===== config.mk =====
export PLATFORM = sky130hd
export DESIGN_NAME = instr_fetch_unit
export DESIGN_NICKNAME = d
export VERILOG_FILES = /design/src/rtl/core_pkg.sv /design/src/rtl/next_pc_gen.sv /design/src/rtl/instr_fetch_unit.sv
export SDC_FILE = /design/constraint.sdc
export NUM_CORES = 1
export LEC_CHECK = 0
export ABC_AREA = 1
export BUFFER_PORTS_ARGS = -buffer_cell sky130_fd_sc_hd__buf_2
export CORE_MARGIN = 4
export CORE_UTILIZATION = 40
export CTS_CLUSTER_SIZE = 12
export DETAILED_ROUTE_END_ITERATION = 8
export GPL_TIMING_DRIVEN = 0
export PLACE_DENSITY = 0.7
export SLEW_MARGIN = 0
export SYNTH_ARGS = -nofsm -noshare
export SYNTH_HDL_FRONTEND = slang
export SYNTH_SLANG_ARGS = --single-unit

===== constraint.sdc =====
create_clock -name clk -period 3 [get_ports clk]
set_clock_uncertainty 0.1 [all_clocks]
set_input_delay 0.3 -clock clk [delete_from_list [all_inputs] [get_ports clk]]
set_output_delay 0.3 -clock clk [all_outputs]
set_load 0.01 [all_outputs]

===== src/rtl/core_pkg.sv =====
// core_pkg: definitions shared across the RV32I core.
//   - sel_jump encodings driven by the control unit into the fetch stage
//   - fetch FSM state type
//   - RV32I major opcode constants used by the control unit and decoder
package core_pkg;

    // sel_jump encodings. The value 2'b11 is reserved and is treated as JUMP_NONE.
    localparam logic [1:0] JUMP_NONE = 2'b00;
    localparam logic [1:0] JUMP_JAL  = 2'b01;
    localparam logic [1:0] JUMP_JALR = 2'b10;

    typedef enum logic [1:0] {
        FETCH  = 2'b00,
        ISSUED = 2'b01,
        FAULT  = 2'b10
    } fetch_state_t;

    // RV32I major opcodes (instr[6:0]).
    localparam logic [6:0] OPC_LUI    = 7'b0110111;
    localparam logic [6:0] OPC_AUIPC  = 7'b0010111;
    localparam logic [6:0] OPC_JAL    = 7'b1101111;
    localparam logic [6:0] OPC_JALR   = 7'b1100111;
    localparam logic [6:0] OPC_BRANCH = 7'b1100011;
    localparam logic [6:0] OPC_LOAD   = 7'b0000011;
    localparam logic [6:0] OPC_STORE  = 7'b0100011;
    localparam logic [6:0] OPC_OP_IMM = 7'b0010011;
    localparam logic [6:0] OPC_OP     = 7'b0110011;
    localparam logic [6:0] OPC_FENCE  = 7'b0001111;
    localparam logic [6:0] OPC_SYSTEM = 7'b1110011;

endpackage


===== src/rtl/next_pc_gen.sv =====
// next_pc_gen: combinational next-PC computation for the retiring instruction.
// Ports:
//   pc           in  32  address of the retiring instruction
//   sel_jump     in  2   JUMP_NONE / JUMP_JAL / JUMP_JALR (2'b11 acts as JUMP_NONE)
//   branch_taken in  1   branch decision, honoured only for JUMP_NONE
//   imm          in  32  sign-extended immediate
//   rs1_val      in  32  rs1 operand for JALR
//   target       out 32  next PC (all adds modulo 2^32)
//   misaligned   out 1   target is not 4-byte aligned
module next_pc_gen
    import core_pkg::*;
(
    input  logic [31:0] pc,
    input  logic [1:0]  sel_jump,
    input  logic        branch_taken,
    input  logic [31:0] imm,
    input  logic [31:0] rs1_val,
    output logic [31:0] target,
    output logic        misaligned
);

    logic [31:0] jalr_sum;

    assign jalr_sum = rs1_val + imm;

    always_comb begin
        target = pc + 32'd4;
        case (sel_jump)
            JUMP_JAL:  target = pc + imm;
            // JALR clears bit 0 of the sum; bit 1 may still be set and fault.
            JUMP_JALR: target = {jalr_sum[31:1], 1'b0};
            default: begin
                if (branch_taken) begin
                    target = pc + imm;
                end
            end
        endcase
    end

    assign misaligned = (target[1:0] != 2'b00);

endmodule


===== src/rtl/instr_fetch_unit.sv =====
// instr_fetch_unit: fetch stage of the RV32I core.
// Holds the PC, fetches one word at a time from instruction memory and hands
// it to decode, then computes the next PC when that instruction retires.
// Ports:
//   clk, rst                      clock, synchronous active-high reset
//   imem_req/imem_addr            fetch request and word address (= pc)
//   imem_ack/imem_rdata           memory response, ignored while imem_req=0
//   instr_valid/instr_ready       handshake towards decode
//   instr/pc_out                  fetched instruction and its address
//   sel_jump/branch_taken/imm/rs1_val  control inputs sampled at retire
//   fault/fault_pc                sticky misaligned-target fault and target
//   retired_cnt                   retired-instruction counter (wraps)
//   state_dbg                     current FSM state
//
// Handshake: an instruction retires in a cycle where instr_valid=1 and
// instr_ready=1. While instr_valid=1 and instr_ready=0, instr, pc_out and
// instr_valid are held unchanged. The memory side completes a fetch in any
// cycle where imem_req=1 and imem_ack=1; imem_req and imem_addr stay stable
// until then.
module instr_fetch_unit
    import core_pkg::*;
#(
    parameter logic [31:0] RESET_PC = 32'h0000_0000,
    parameter int          CNT_W    = 32
) (
    input  logic              clk,
    input  logic              rst,
    output logic              imem_req,
    output logic [31:0]       imem_addr,
    input  logic              imem_ack,
    input  logic [31:0]       imem_rdata,
    output logic              instr_valid,
    input  logic              instr_ready,
    output logic [31:0]       instr,
    output logic [31:0]       pc_out,
    input  logic [1:0]        sel_jump,
    input  logic              branch_taken,
    input  logic [31:0]       imm,
    input  logic [31:0]       rs1_val,
    output logic              fault,
    output logic [31:0]       fault_pc,
    output logic [CNT_W-1:0]  retired_cnt,
    output fetch_state_t      state_dbg
);

    fetch_state_t state;
    logic [31:0]  pc;
    logic [31:0]  target;
    logic         misaligned;

    next_pc_gen u_next_pc_gen (
        .pc           (pc),
        .sel_jump     (sel_jump),
        .branch_taken (branch_taken),
        .imm          (imm),
        .rs1_val      (rs1_val),
        .target       (target),
        .misaligned   (misaligned)
    );

    assign imem_addr = pc;
    assign state_dbg = state;

    always_ff @(posedge clk) begin
        if (rst) begin
            state       <= FETCH;
            pc          <= RESET_PC;
            imem_req    <= 1'b1;
            instr_valid <= 1'b0;
            instr       <= 32'h0;
            pc_out      <= 32'h0;
            fault       <= 1'b0;
            fault_pc    <= 32'h0;
            retired_cnt <= '0;
        end else begin
            case (state)
                FETCH: begin
                    if (imem_ack) begin
                        instr       <= imem_rdata;
                        pc_out      <= pc;
                        instr_valid <= 1'b1;
                        imem_req    <= 1'b0;
                        state       <= ISSUED;
                    end
                end
                ISSUED: begin
                    if (instr_valid && instr_ready) begin
                        instr_valid <= 1'b0;
                        retired_cnt <= retired_cnt + CNT_W'(1);
                        if (misaligned) begin
                            // pc keeps the faulting instruction's address.
                            fault    <= 1'b1;
                            fault_pc <= target;
                            state    <= FAULT;
                        end else begin
                            pc       <= target;
                            imem_req <= 1'b1;
                            state    <= FETCH;
                        end
                    end
                end
                FAULT: begin
                    // Terminal until reset.
                end
                default: begin
                    // Unreachable encoding: park safely with nothing in flight.
                    imem_req    <= 1'b0;
                    instr_valid <= 1'b0;
                    state       <= FAULT;
                end
            endcase
        end
    end

endmodule

Word level (Yosys, flattened, before mapping)
Index checks and enable logic that the tools add are counted.
{"block": "word_totals", "reg_bits": 165, "wordCells": 44}
{"block": "classes", "addsub": 4, "eq_ne": 7, "n_mux": 13, "bitwise_logic": 2, "reduce_logical": 9}
{"operator": "32-bit adder", "count": 2}
{"operator": "32-bit one-hot mux with 2 select lines", "count": 1}
{"operator": "32-bit by 1-bit adder with 32-bit output, second input constant", "count": 1}
{"operator": "32-bit by 3-bit adder with 32-bit output, second input constant", "count": 1}
{"operator": "32-bit 2-to-1 mux", "count": 1}
{"operator": "3-bit AND reduction", "count": 3}
{"operator": "2-bit 2-to-1 mux", "count": 3}
{"operator": "2-bit != test, second input constant", "count": 3}
{"operator": "1-bit one-hot mux with 3 select lines", "count": 2}
{"operator": "2-bit one-hot mux with 3 select lines", "count": 1}
{"operator": "1-bit 2-to-1 mux", "count": 5}
{"operator": "2-bit by 1-bit equality test with 1-bit output, second input constant", "count": 2}
{"operator": "2-bit equality test, second input constant", "count": 2}
{"operator": "2-bit AND reduction", "count": 2}
{"operator": "4-bit AND reduction", "count": 1}
{"operator": "2-bit zero test", "count": 1}
{"operator": "1-bit inverter", "count": 2}
{"operator": "2-bit nonzero test", "count": 1}
{"operator": "1-bit logical AND", "count": 1}

Logic depth before layout (Yosys ltp)
Gate-level depths: netlist of the first run.
{"block": "logic_depth", "depth_word": 7, "mapped_depth": 18}

Modules after synthesis
A second synthesis of the first run with hierarchy kept.
{"block": "hier_totals", "hier_cells": 2150, "area_unflattened_um2": 12484.5}
{"mod": "instr_fetch_unit", "instances": 1, "cells_each": 862, "area_per_inst_um2": 6359.8, "seq_area_each_um2": 3303.2}
{"mod": "next_pc_gen", "instances": 1, "cells_each": 1288, "area_per_inst_um2": 6124.6, "seq_area_each_um2": 0.0}

Least setup slack after synthesis of the first run
OpenSTA, ideal clock, no wires.
{"block": "synth_path", "kind": "register to register", "start": "reg pc[0] (netlist: imem_addr[0])", "end": "reg pc[3] (netlist: imem_addr[3])", "setup_time_ps": 115, "arrival_ps": 2086, "required_ps": 2785, "setup_slack_ps": 699, "stages_incl_launch_ff": 12, "path_buffers": 2, "period_less_slack_ps": 2301, "path_cell_list": "dfxtp_1 ha_1 fa_1 a221o_1 nand2_1 nand2_1 nor2_2 buf_4 buf_6 nand3_1 o211ai_1 inv_2"}
{"block": "synth_via", "elab_chain_cells": 6, "word_cells_on_any_way": 7, "classes_between": "2 x add/sub; 2 x mux; 1 x bitwise; 2 x reduce/logical"}
{"item": "from (decl)", "line": "instr_fetch_unit.sv:47", "source": "logic [31:0] pc;"}
{"item": "from (signal assigned)", "line": "instr_fetch_unit.sv:96", "source": "pc <= target;"}
{"item": "32-bit by 3-bit adder with 32-bit output or 32-bit adder (tied branches)", "line": "next_pc_gen.sv:27, next_pc_gen.sv:29, next_pc_gen.sv:34"}
{"item": "32-bit 2-to-1 mux", "line": "next_pc_gen.sv:33", "source": "if (branch_taken) begin"}
{"item": "32-bit one-hot mux with 2 select lines (*)", "line": "next_pc_gen.sv:28", "source": "case (sel_jump)"}
{"item": "2-bit nonzero test", "line": "next_pc_gen.sv:40", "source": "assign misaligned = (target[1:0] != 2'b00);"}
{"item": "1-bit inverter (no line)"}
{"item": "3-bit AND reduction (no line)"}
Mark *: on every way between the ends. The rest lies on a longest branch, timed or not.
A chain may end at the register's enable or synchronous reset.

Worst setup path in the final report of the first run
{"block": "layout_path", "start": "reg pc[0] (netlist: imem_addr[0])", "end": "reg pc[27] (netlist: imem_addr[27])"}
The elaborated chain is that of the path after synthesis.

==> impl_results.md, run 1 <==
* Via count at 14800
* Drt via density at 5.19
* Syn Inst Count at 2138
* P per Cell Area at 423 mW/mm^2
* Max-cap violation count at 0
* DRC viols at 0
* Sw Ratio at 37.4%
* Syn avg cell area at 5.87 sq um
* Synth Cell Area at 0.0125 sq mm
* Worst Setup End Kind: flop
* Largest family of logic cells by synthesized area: simple AND/OR/NAND/NOR gates
* Register area at 0.00328 sq mm
* Met2 usage at 48.9%
* WP data required at 3.23 ns
* Syn_nets at 2308
* Post-synthesis compound-gate area fraction at 13.8%
* Max Clk Rate at 353 MHz
* Post-synth ARST share at 0%
* GPL Wtd Cong at 0.993
* Synth top cells by count: 641 x nand2_1, 334 x inv_1, 218 x nor2_1
* Die area at 0.0343 sq mm
* Largest net degree at the start of global routing at 19
* CP max FO at 10
* Avg WL per Cell at 18.1 microns
* Post-synth top area share at 26.2%
* Clock latency on the worst-skew pair at 0.43 ns
* Total CTS buffers at 17
* Die span in y at 185 microns
* 1st-iter DRT viols at 1209
* First-pass GRT wire length at 78700 microns
* Post-synth cell types at 50
* I/O pin count at 268
* Worst-case hold slack at 0.0114 ns
* Fill count at 3243
* Final setup fails at 0
* Post-synth EDFFs at 0
* Initial antenna violation count at 3
* Setup TNS at 0 ns
* Combinational share of power at 27.8%
* Slew @ Worst Pin at 0.824 ns
* Clock transition at path regs at 0.07 ns
* Post-synthesis xor/xnor area fraction at 2.37%
* Share of cells above drive strength 1 at 14.7%
* Buffers on Ports at 266
* DP HPWL at 42900 microns
* Final nets at 2614
* Status: finished clean
* Max clock buf depth at 2
* Drt pass-1 iters at 6
* Post-DRT Antenna Nets at 0
* Leakage at 8.29 nW
* Die Wd at 185 microns
* Routed wire length at 51700 microns
* Count of pins over their slew limit at 0
* Simple-Gate Fraction of Synth Area at 38.2%
* Post-synthesis register bit count at 164
* Rel. slew slack at 45.1%
* Multi-input logic area at 0.00768 sq mm
* Hold Path Class: in -> reg
* Synth area leader: dfxtp_1
* Crit path time final at 2.84 ns
* GR Util All Layers at 29.7%
* Yosys warns at 0
* Synth Area in Adders at 6.80%
* Synth top area cells: dfxtp_1 26%, nand2_1 19%, inv_1 10%
* Site Rows at 64
* GR Overflow Total at 0
* Reg power frac at 38.0%
* Part of the power in the clock network at 34.2%
* Post-synthesis mux area share at 0%
* Crit path DAT at 3.07 ns
* Area grow syn2layout at 21.0%
* Clock Sink Count at 164
* RSZ-0062 raised after global routing: no
* Int Power at 4.02 mW
* GR Util met3 at 6.64%
* Critical Setup Path Class: reg -> reg
* Period utilisation layout at 94.6%
* Sequential area share after synthesis at 26.2%
* Hold Fails Final Rpt at 0
* Vias in the first global route at 14000
* Most common cell in the synthesized netlist: nand2_1
* Clk root buf: clkbuf_16
* Starting density of the core at 40.8%
* Top FF cell, synth: dfxtp_1
* Max VDD drop at 0.404 mV
* CP Launch Type: flop
* H-tree Lvls at 4
* Met1 global-route usage at 39.0%
* Most Crowded Layer GR: met2
* Core Region at 0.0307 sq mm
* NetSw at 2.40 mW
* CTS tree: built
-- per-layer routing --
metal  wire length, microns  up-vias
met5                     21        -
met4                   1530        4
met3                   4540       80
met2                  23500      591
met1                  22100     6749
li1                       -     7389
-- stage by stage --
| step | utilization, % | total power, mW | cell area (sq um) | worst slack [ns] | cells |
|---|---|---|---|---|---|
| after floorplan | - | 3.52 | 12500 | 0.699 | 2138 |
| after global routing | 49.4 | 6.75 | 15200 | 0.00657 | 2853 |
| after detailed placement | 46.7 | 4.21 | 14400 | 0.198 | 2800 |
| after global placement | 46.7 | 4.19 | 14400 | 0.203 | 2800 |
| after CTS | 49.3 | 6.43 | 15200 | 0.191 | 2853 |
| final | 49.4 | 6.43 | 15200 | 0.163 | 2854 |
-- worst max-delay path, cell delays in order (launching register included) --
cell and delay [ns]:
dfxtp_1 0.48, ha_1 0.26, fa_1 0.50, a221o_1 0.41, nand2_1 0.09, nand2_1 0.07
nor2_2 0.16, buf_4 0.21, buf_4 0.24, nand3_1 0.11, nand2_1 0.07, inv_1 0.04
-- power by group through the flow --
stage	combinational (mW)	clock [mW]	sequential [mW]
2_1_floorplan	1.01	0	2.51
3_3_place_gp	1.71	0	2.48
3_5_place_dp	1.73	0	2.49
4_1_cts	1.76	2.23	2.44
5_1_grt	1.98	2.31	2.45
6_report	1.78	2.20	2.44
-- final timing paths --
kind                                      start               to  slack [ns]  depth (start not counted)
worst max-delay path               imem_addr[0]    imem_addr[27]        0.16                         11
worst min-delay path             imem_rdata[29]        instr[29]        0.01                          3
worst max register to register     imem_addr[0]    imem_addr[27]        0.16                         11
worst min register to register  retired_cnt[30]  retired_cnt[30]        0.38                          2
-- area by class of cell --
class	count	area share (%)
multi-input combinational	1564	50.6
sequential	164	21.6
timing repair buffer	287	10.2
inverter	350	8.67
tap	396	3.26
clock buffer	17	2.80
buffer	60	1.80
clock inverter	15	1.09
antenna	1	0.0165
-- registers in the layout, indices dropped and copies added (netlist names) --
name         flops
imem_req         1
fault            1
pc_out          32
instr           32
fault_pc        32
imem_addr       32
retired_cnt     32
state_dbg        2
-- repair_timing --
action	4_1_cts	5_1_grt
hold buffers	21	0
endpoints found under the setup margin	0	2
buffers inserted	0	0
hold endpoints to repair	21	0
gates resized for setup	0	1
-- kinds of logic after synthesis --
group / after synthesis
buffers and inverters: 410
and+or+nand+nor: 1134
DFF: 164
xor gates and xnor gates: 34
AOI/OAI and AO/OA: 329
adders and majority gates: 67
-- layout by cell type, fill, tap and decap left out, drive strengths merged, types with 58 or more instances in the layout --
| cell type | count |
|---|---|
| a21oi | 142 |
| buf | 285 |
| clkbuf | 58 |
| dfxtp | 164 |
| ha | 65 |
| inv | 354 |
| nand2 | 643 |
| nand3 | 166 |
| nor2 | 234 |
| o21ai | 153 |
No activity file was read; power rests on OpenSTA's default activity.
==> run 2, diff against run 1 <==
--- a/config.mk
+++ b/config.mk
@@ -13,7 +13,9 @@
 export DETAILED_ROUTE_END_ITERATION = 8
 export GPL_TIMING_DRIVEN = 0
 export PLACE_DENSITY = 0.7
+export RECOVER_POWER = 50
 export SLEW_MARGIN = 0
 export SYNTH_ARGS = -nofsm -noshare
 export SYNTH_HDL_FRONTEND = slang
+export SYNTH_HIERARCHICAL = 1
 export SYNTH_SLANG_ARGS = --single-unit
==> impl_results.md, run 2 <==
* Status: finished clean (unchanged)
* Core Region at 0.0307 sq mm (about the same)
* GPL Wtd Cong at 0.939 (was 0.993)
* Reg power frac at 40.3% (was 38.0%)
* WP data required at 3.21 ns (was 3.23 ns)
* Fill count at 3415 (was 3243)
* Synth top area cells: dfxtp_1 26%, nand2_1 18%, nor2_1 13% (was dfxtp_1 26%, nand2_1 19%, inv_1 10%)
* DP HPWL at 39700 microns (was 42900 microns)
* H-tree Lvls at 4 (unchanged)
* First-pass GRT wire length at 71900 microns (was 78700 microns)
* Sequential area share after synthesis at 26.5% (was 26.2%)
* Critical Setup Path Class: reg -> reg (unchanged)
* GR Util All Layers at 26.9% (was 29.7%)
* Final Power at 5.87 mW (was 6.43 mW)
* Worst-case hold slack at 0.0178 ns (was 0.0114 ns)
* Avg WL per Cell at 16.6 microns (was 18.1 microns)
* Largest net degree at the start of global routing at 17 (was 19)
* Final nets at 2605 (was 2614)
* Combinational share of power at 22.6% (was 27.8%)
* Top FF cell, synth: dfxtp_1 (unchanged)
* Post-synthesis register bit count at 165 (was 164)
* Synth area leader: dfxtp_1 (unchanged)
* Total CTS buffers at 17 (unchanged)
* Post-placement cell area at 0.0143 sq mm (was 0.0144 sq mm)
* Int Power at 3.98 mW (was 4.02 mW)
* Starting density of the core at 40.7% (was 40.8%)
* Setup TNS at 0 ns (unchanged)
* Max clock buf depth at 2 (unchanged)
* Syn_nets at 2320 (was 2308)
* Post-synth ARST share at 0% (unchanged)
* Yosys warns at 6 (was 0)
* Buffers on Ports at 266 (unchanged)
* Clk root buf: clkbuf_16 (unchanged)
* Site Rows at 64 (unchanged)
* Drt pass-1 iters at 5 (was 6)
* Clock latency on the worst-skew pair at 0.42 ns (was 0.43 ns)
* Die area at 0.0341 sq mm (was 0.0343 sq mm)
* Post-synth top area share at 26.5% (was 26.2%)
* Final WS setup at 0.153 ns (was 0.163 ns)
* Origin of the worst setup path: imem_addr[0] (unchanged)
* CTS tree: built (unchanged)
* Rel. slew slack at 52.1% (was 45.1%)
* Synth top cells by count: 586 x nand2_1, 418 x nor2_1, 295 x inv_1 (was 641 x nand2_1, 334 x inv_1, 218 x nor2_1)
* Most common cell in the synthesized netlist: nand2_1 (unchanged)
* Post-synth cell types at 48 (was 50)
* Post-Place Cells at 2812 (was 2800)
* Sw Ratio at 32.2% (was 37.4%)
* Synth Cell Area at 0.0125 sq mm (about the same)
* Diode count at 0 (was 1)
* Leakage at 7.16 nW (was 8.29 nW)
* Final setup fails at 0 (unchanged)
* GR Overflow Total at 0 (unchanged)
* Commonest cells after routing, fill and taps aside: 587 x nand2_1, 418 x nor2_1, 296 x inv_1, 184 x clkbuf_1, 164 x dfxtp_1 (was 641 x nand2_1, 334 x inv_1, 274 x buf_2, 217 x nor2_1, 166 x nand3_1)
* NetSw at 1.89 mW (was 2.40 mW)
* Worst hold start: imem_rdata[30] (was imem_rdata[29])
* Routed wire length at 47100 microns (was 51700 microns)
* Syn Inst Count at 2150 (was 2138)
* CP Launch Type: flop (unchanged)
* Crit path DAT at 3.06 ns (was 3.07 ns)
* Period utilisation layout at 94.9% (was 94.6%)
* I/O pin count at 268 (unchanged)
* Slew @ Worst Pin at 0.718 ns (was 0.824 ns)
* Max VDD drop at 0.348 mV (was 0.404 mV)
* DRC viols at 0 (unchanged)
* Clock transition at path regs at 0.06 ns (was 0.07 ns)
* Clock Sink Count at 165 (was 164)
* Syn avg cell area at 5.81 sq um (was 5.87 sq um)
* Drt via density at 5.09 (was 5.19)
* Count of pins over their slew limit at 0 (unchanged)
* Max-cap violation count at 0 (unchanged)
* RSZ-0062 raised after global routing: no (unchanged)
* Share of cells above drive strength 1 at 8.79% (was 14.7%)
* Post-CTS setup buffer count at 0 (unchanged)
* Post-synth EDFFs at 0 (unchanged)
* CP max FO at 10 (unchanged)
* Hold Path Class: in -> reg (unchanged)
* Die span in y at 185 microns (about the same)
* Via count at 14500 (was 14800)
* Post-DRT Antenna Nets at 0 (unchanged)
* Area grow syn2layout at 17.7% (was 21.0%)
* Crit path time final at 2.85 ns (was 2.84 ns)
* Part of the power in the clock network at 37.1% (was 34.2%)
* Non-filler cells, final at 2843 (was 2854)
* Final instance area at 0.0147 sq mm (was 0.0152 sq mm)
* Commonest non-fill, non-tap cell in the layout: nand2_1 (unchanged)
* Finished Core Util at 47.9% (was 49.4%)
* Initial antenna violation count at 0 (was 3)
* Worst Setup End Kind: flop (unchanged)
* Reg2reg start: imem_addr[0] (unchanged)
* 1st-iter DRT viols at 1089 (was 1209)
* Pre-CTS WS at -0.413 ns (was 0.198 ns)
* Max Clk Rate at 351 MHz (was 353 MHz)
* P per Cell Area at 399 mW/mm^2 (was 423 mW/mm^2)
* Die Wd at 185 microns (about the same)
* Vias in the first global route at 13600 (was 14000)
* Hold Fails Final Rpt at 0 (unchanged)
## run 2: final timing paths
| check | end | slack [ns] | depth (start not counted) |
|---|---|---|---|
| min | instr[30] | 0.02 | 3 |
| max | imem_addr[22] | 0.15 | 11 |
| max reg2reg | imem_addr[22] | 0.15 | 11 |
| min reg2reg | fault | 0.37 | 2 |
## run 2: cell families after synthesis
group / count (synthesis) / synth area share [%]
AND/OR/NAND/NOR: 1275 / 42.9
XOR/XNOR: 17 / 1.19
adder cells (fa/ha/maj): 67 / 6.84
AO/OA/AOI/OAI: 270 / 11.5
flip-flops: 165 / 26.5
buffers and inverters: 356 / 11.0
## run 2: metal layers
layer	share of wire [%]	GRT usage, %	up-vias
met5	0	0	-
met3	7.4	2.68	67
met4	3.2	8.75	0
met1	44	35.0	6476
li1	-	-	7388
met2	46	46.8	533
## run 2: cell type report
| class | instances | area, sq um | area share, % |
|---|---|---|---|
| multi-input combinational | 1629 | 7790 | 53.0 |
| sequential | 165 | 3300 | 22.5 |
| inverter | 306 | 1150 | 7.82 |
| timing repair buffer | 266 | 1140 | 7.78 |
| tap | 396 | 495 | 3.37 |
| clock buffer | 19 | 443 | 3.02 |
| buffer | 50 | 224 | 1.52 |
| clock inverter | 12 | 144 | 0.979 |
## run 2: power groups by stage
| stage | logic (mW) | clock network [mW] | registers, mW |
|---|---|---|---|
| finish | 1.32 | 2.18 | 2.37 |
| global route | 1.50 | 2.31 | 2.37 |
| CTS | 1.34 | 2.22 | 2.36 |
| detailed placement | 1.33 | 0 | 2.41 |
| global placement | 1.32 | 0 | 2.40 |
| floorplan | 0.807 | 0 | 2.44 |
## run 2: what timing repair did
item	4_1_cts	5_1_grt
setup endpoints to repair	0	57
hold buffers	0	0
gates resized for setup	0	6
## run 2: worst max-delay path, cell delays in order (launching register included)
cell and delay [ns]:
dfxtp_2 0.40, ha_1 0.21, fa_1 0.42, a21boi_0 0.14, a211oi_1 0.20, inv_1 0.12, or2_1 0.33, inv_1 0.13
nand2_2 0.15, clkbuf_1 0.25, o21ai_0 0.22, nor2_1 0.06
==> run 3, diff against run 2 <==
--- a/config.mk
+++ b/config.mk
@@ -17,5 +17,4 @@
 export SLEW_MARGIN = 0
 export SYNTH_ARGS = -nofsm -noshare
 export SYNTH_HDL_FRONTEND = slang
-export SYNTH_HIERARCHICAL = 1
 export SYNTH_SLANG_ARGS = --single-unit
==> constraint.sdc (replaced) <==
create_clock -name clk -period 2.7 [get_ports clk]
set_clock_uncertainty 0.1 [all_clocks]
set_input_delay 0.27 -clock clk [delete_from_list [all_inputs] [get_ports clk]]
set_output_delay 0.27 -clock clk [all_outputs]
set_load 0.01 [all_outputs]
==> impl_results.md, run 3 (synthesized netlist as in run 1, its figures left out) <==
* Status: finished clean (unchanged)
* Starting density of the core at 40.8% (was 40.7%)
* Hold Path Class: in -> reg (unchanged)
* H-tree Lvls at 4 (unchanged)
* Worst path slowest cell: fa_2 (was fa_1)
* Max-cap violation count at 0 (unchanged)
* Vias in the first global route at 14000 (was 13600)
* Critical Path, Cell by Cell: ha_2 > fa_2 > a221o_1 > nand2_1 > nand2_1 > nor2_4 > buf_6 > buf_6 > nand3_1 > o211ai_1 > inv_2 (was ha_1 > fa_1 > a21boi_0 > a211oi_1 > inv_1 > or2_1 > inv_1 > nand2_2 > clkbuf_1 > o21ai_0 > nor2_1)
* Final setup fails at 0 (unchanged)
* Non-filler cells, final at 2861 (was 2843)
* Delay of the slowest critical-path stage at 0.48 ns (was 0.42 ns)
* Slew @ Worst Pin at 0.818 ns (was 0.718 ns)
* Site Rows at 64 (unchanged)
* Setup TNS at 0 ns (unchanged)
* P per Cell Area at 471 mW/mm^2 (was 399 mW/mm^2)
* Period utilisation layout at 96.2% (was 94.9%)
* Met2 usage at 49.1% (was 46.8%)
* Drt via density at 5.22 (was 5.09)
* Clock transition at path regs at 0.07 ns (was 0.06 ns)
* Max Clk Rate at 385 MHz (was 351 MHz)
* Pre-CTS WS at -0.102 ns (was -0.413 ns)
* Count of pins over their slew limit at 0 (unchanged)
* GPL Wtd Cong at 0.993 (was 0.939)
* First-pass GRT wire length at 78800 microns (was 71900 microns)
* Final nets at 2621 (was 2605)
* Routed wire length at 51800 microns (was 47100 microns)
* Most Crowded Layer GR: met2 (unchanged)
* Area grow syn2layout at 20.8% (was 17.7%)
* CP max FO at 10 (unchanged)
* Die area at 0.0343 sq mm (was 0.0341 sq mm)
* Largest net degree at the start of global routing at 19 (was 17)
* Total CTS buffers at 17 (unchanged)
* Finished Core Util at 49.3% (was 47.9%)
* CP Launch Type: flop (unchanged)
* Clock latency on the worst-skew pair at 0.43 ns (was 0.42 ns)
* I/O pin count at 268 (unchanged)
* Critical Setup Path Class: reg -> reg (unchanged)
* Post-Place Cells at 2800 (was 2812)
* Clock Sink Count at 164 (was 165)
* WP data required at 2.92 ns (was 3.21 ns)
* Initial antenna violation count at 3 (was 0)
* WP buf/inv at 3 (unchanged)
* Crit path time final at 2.60 ns (was 2.85 ns)
* RSZ-0062 raised after global routing: no (unchanged)
* DP HPWL at 42900 microns (was 39700 microns)
* Register area at 0.00331 sq mm (was 0.00330 sq mm)
* Share of cells above drive strength 1 at 10.3% (was 8.79%)
* Clk root buf: clkbuf_16 (unchanged)
* Via count at 14900 (was 14500)
* Commonest cells after routing, fill and taps aside: 637 x nand2_1, 334 x inv_1, 217 x nor2_1, 182 x clkbuf_1, 165 x nand3_1 (was 587 x nand2_1, 418 x nor2_1, 296 x inv_1, 184 x clkbuf_1, 164 x dfxtp_1)
* Post-placement cell area at 0.0144 sq mm (was 0.0143 sq mm)
* CTS tree: built (unchanged)
* Crit path max-delay family: adder cells (unchanged)
* GR Util All Layers at 29.8% (was 26.9%)
* Avg WL per Cell at 18.1 microns (was 16.6 microns)
* Buffers on Ports at 266 (unchanged)
* GR Util met3 at 6.70% (was 2.68%)
* Met1 global-route usage at 39.0% (was 35.0%)
* Rel. slew slack at 45.5% (was 52.1%)
* Die Wd at 185 microns (about the same)
* Die span in y at 185 microns (about the same)
* Final instance area at 0.0152 sq mm (was 0.0147 sq mm)
* Worst Setup End Kind: flop (unchanged)
* Hold Fails Final Rpt at 0 (unchanged)
* 1st-iter DRT viols at 1246 (was 1089)
* Max clock buf depth at 2 (unchanged)
* Final WS setup at 0.103 ns (was 0.153 ns)
* GR Overflow Total at 0 (unchanged)
* DRC viols at 0 (unchanged)
* Drt pass-1 iters at 5 (unchanged)
* Commonest non-fill, non-tap cell in the layout: nand2_1 (unchanged)
* Core Region at 0.0307 sq mm (about the same)
* Post-DRT Antenna Nets at 0 (unchanged)
* Fill count at 3298 (was 3415)
* Leakage at 7.76 nW (was 7.16 nW)
* Max VDD drop at 0.457 mV (was 0.348 mV)
* Crit path DAT at 2.82 ns (was 3.06 ns)
* Multi-input logic area at 0.00772 sq mm (was 0.00779 sq mm)
==> run 3: per-stage QoR <==
step | power, mW | hold WS [ns]
2_1_floorplan | 3.91 | 0.305
3_3_place_gp | 4.66 | 0.348
3_5_place_dp | 4.68 | 0.361
4_1_cts | 7.15 | 0.00368
5_1_grt | 7.49 | 0.0209
6_report | 7.14 | 0.0111
==> run 3: final timing paths <==
path | from | to | slack (ns) | depth (start not counted)
worst min register to register | retired_cnt[30] | retired_cnt[30] | 0.38 | 2
worst max-delay path | imem_addr[0] | imem_addr[3] | 0.10 | 11
worst min-delay path | imem_rdata[20] | instr[20] | 0.01 | 3
worst max register to register | imem_addr[0] | imem_addr[3] | 0.10 | 11
==> run 3: report_power, final <==
| group | internal (mW) | switching (mW) |
|---|---|---|
| sequential | 2.57 | 0.147 |
| clock | 1.24 | 1.21 |
| combinational | 0.630 | 1.34 |
| total | 4.45 | 2.69 |
==> run 3: cell type report <==
class                   count  share of cell area, %
repair buffers            295                   9.51
multi-input cells        1564                   51.0
plain buffers              59                   1.77
well taps                 396                   3.27
diodes                      1                 0.0165
clock inverters            15                   1.09
inverters                 350                   8.69
flip-flops and latches    164                   21.9
clock buffers              17                   2.81
==> run 3: worst min-delay path, delay by kind of cell <==
family / cells / cell delay [ns]
buffers and inverters: 1 / 0.10
and+or+nand+nor: 2 / 0.13
==> run 3: metal layers <==
metal	wire, microns	vias up
met1	22200	6781
met4	1650	4
met3	4350	89
met2	23600	634
met5	21	-
li1	-	7421
==> run 3: what timing repair did <==
action | CTS | global route
hold buffers | 27 | 0
endpoints found under the hold margin | 27 | 0
endpoints found under the setup margin | 32 | 51
cloned | 0 | 0
resized for setup | 2 | 41
buffers inserted | 0 | 2
pin swaps | 0 | 2
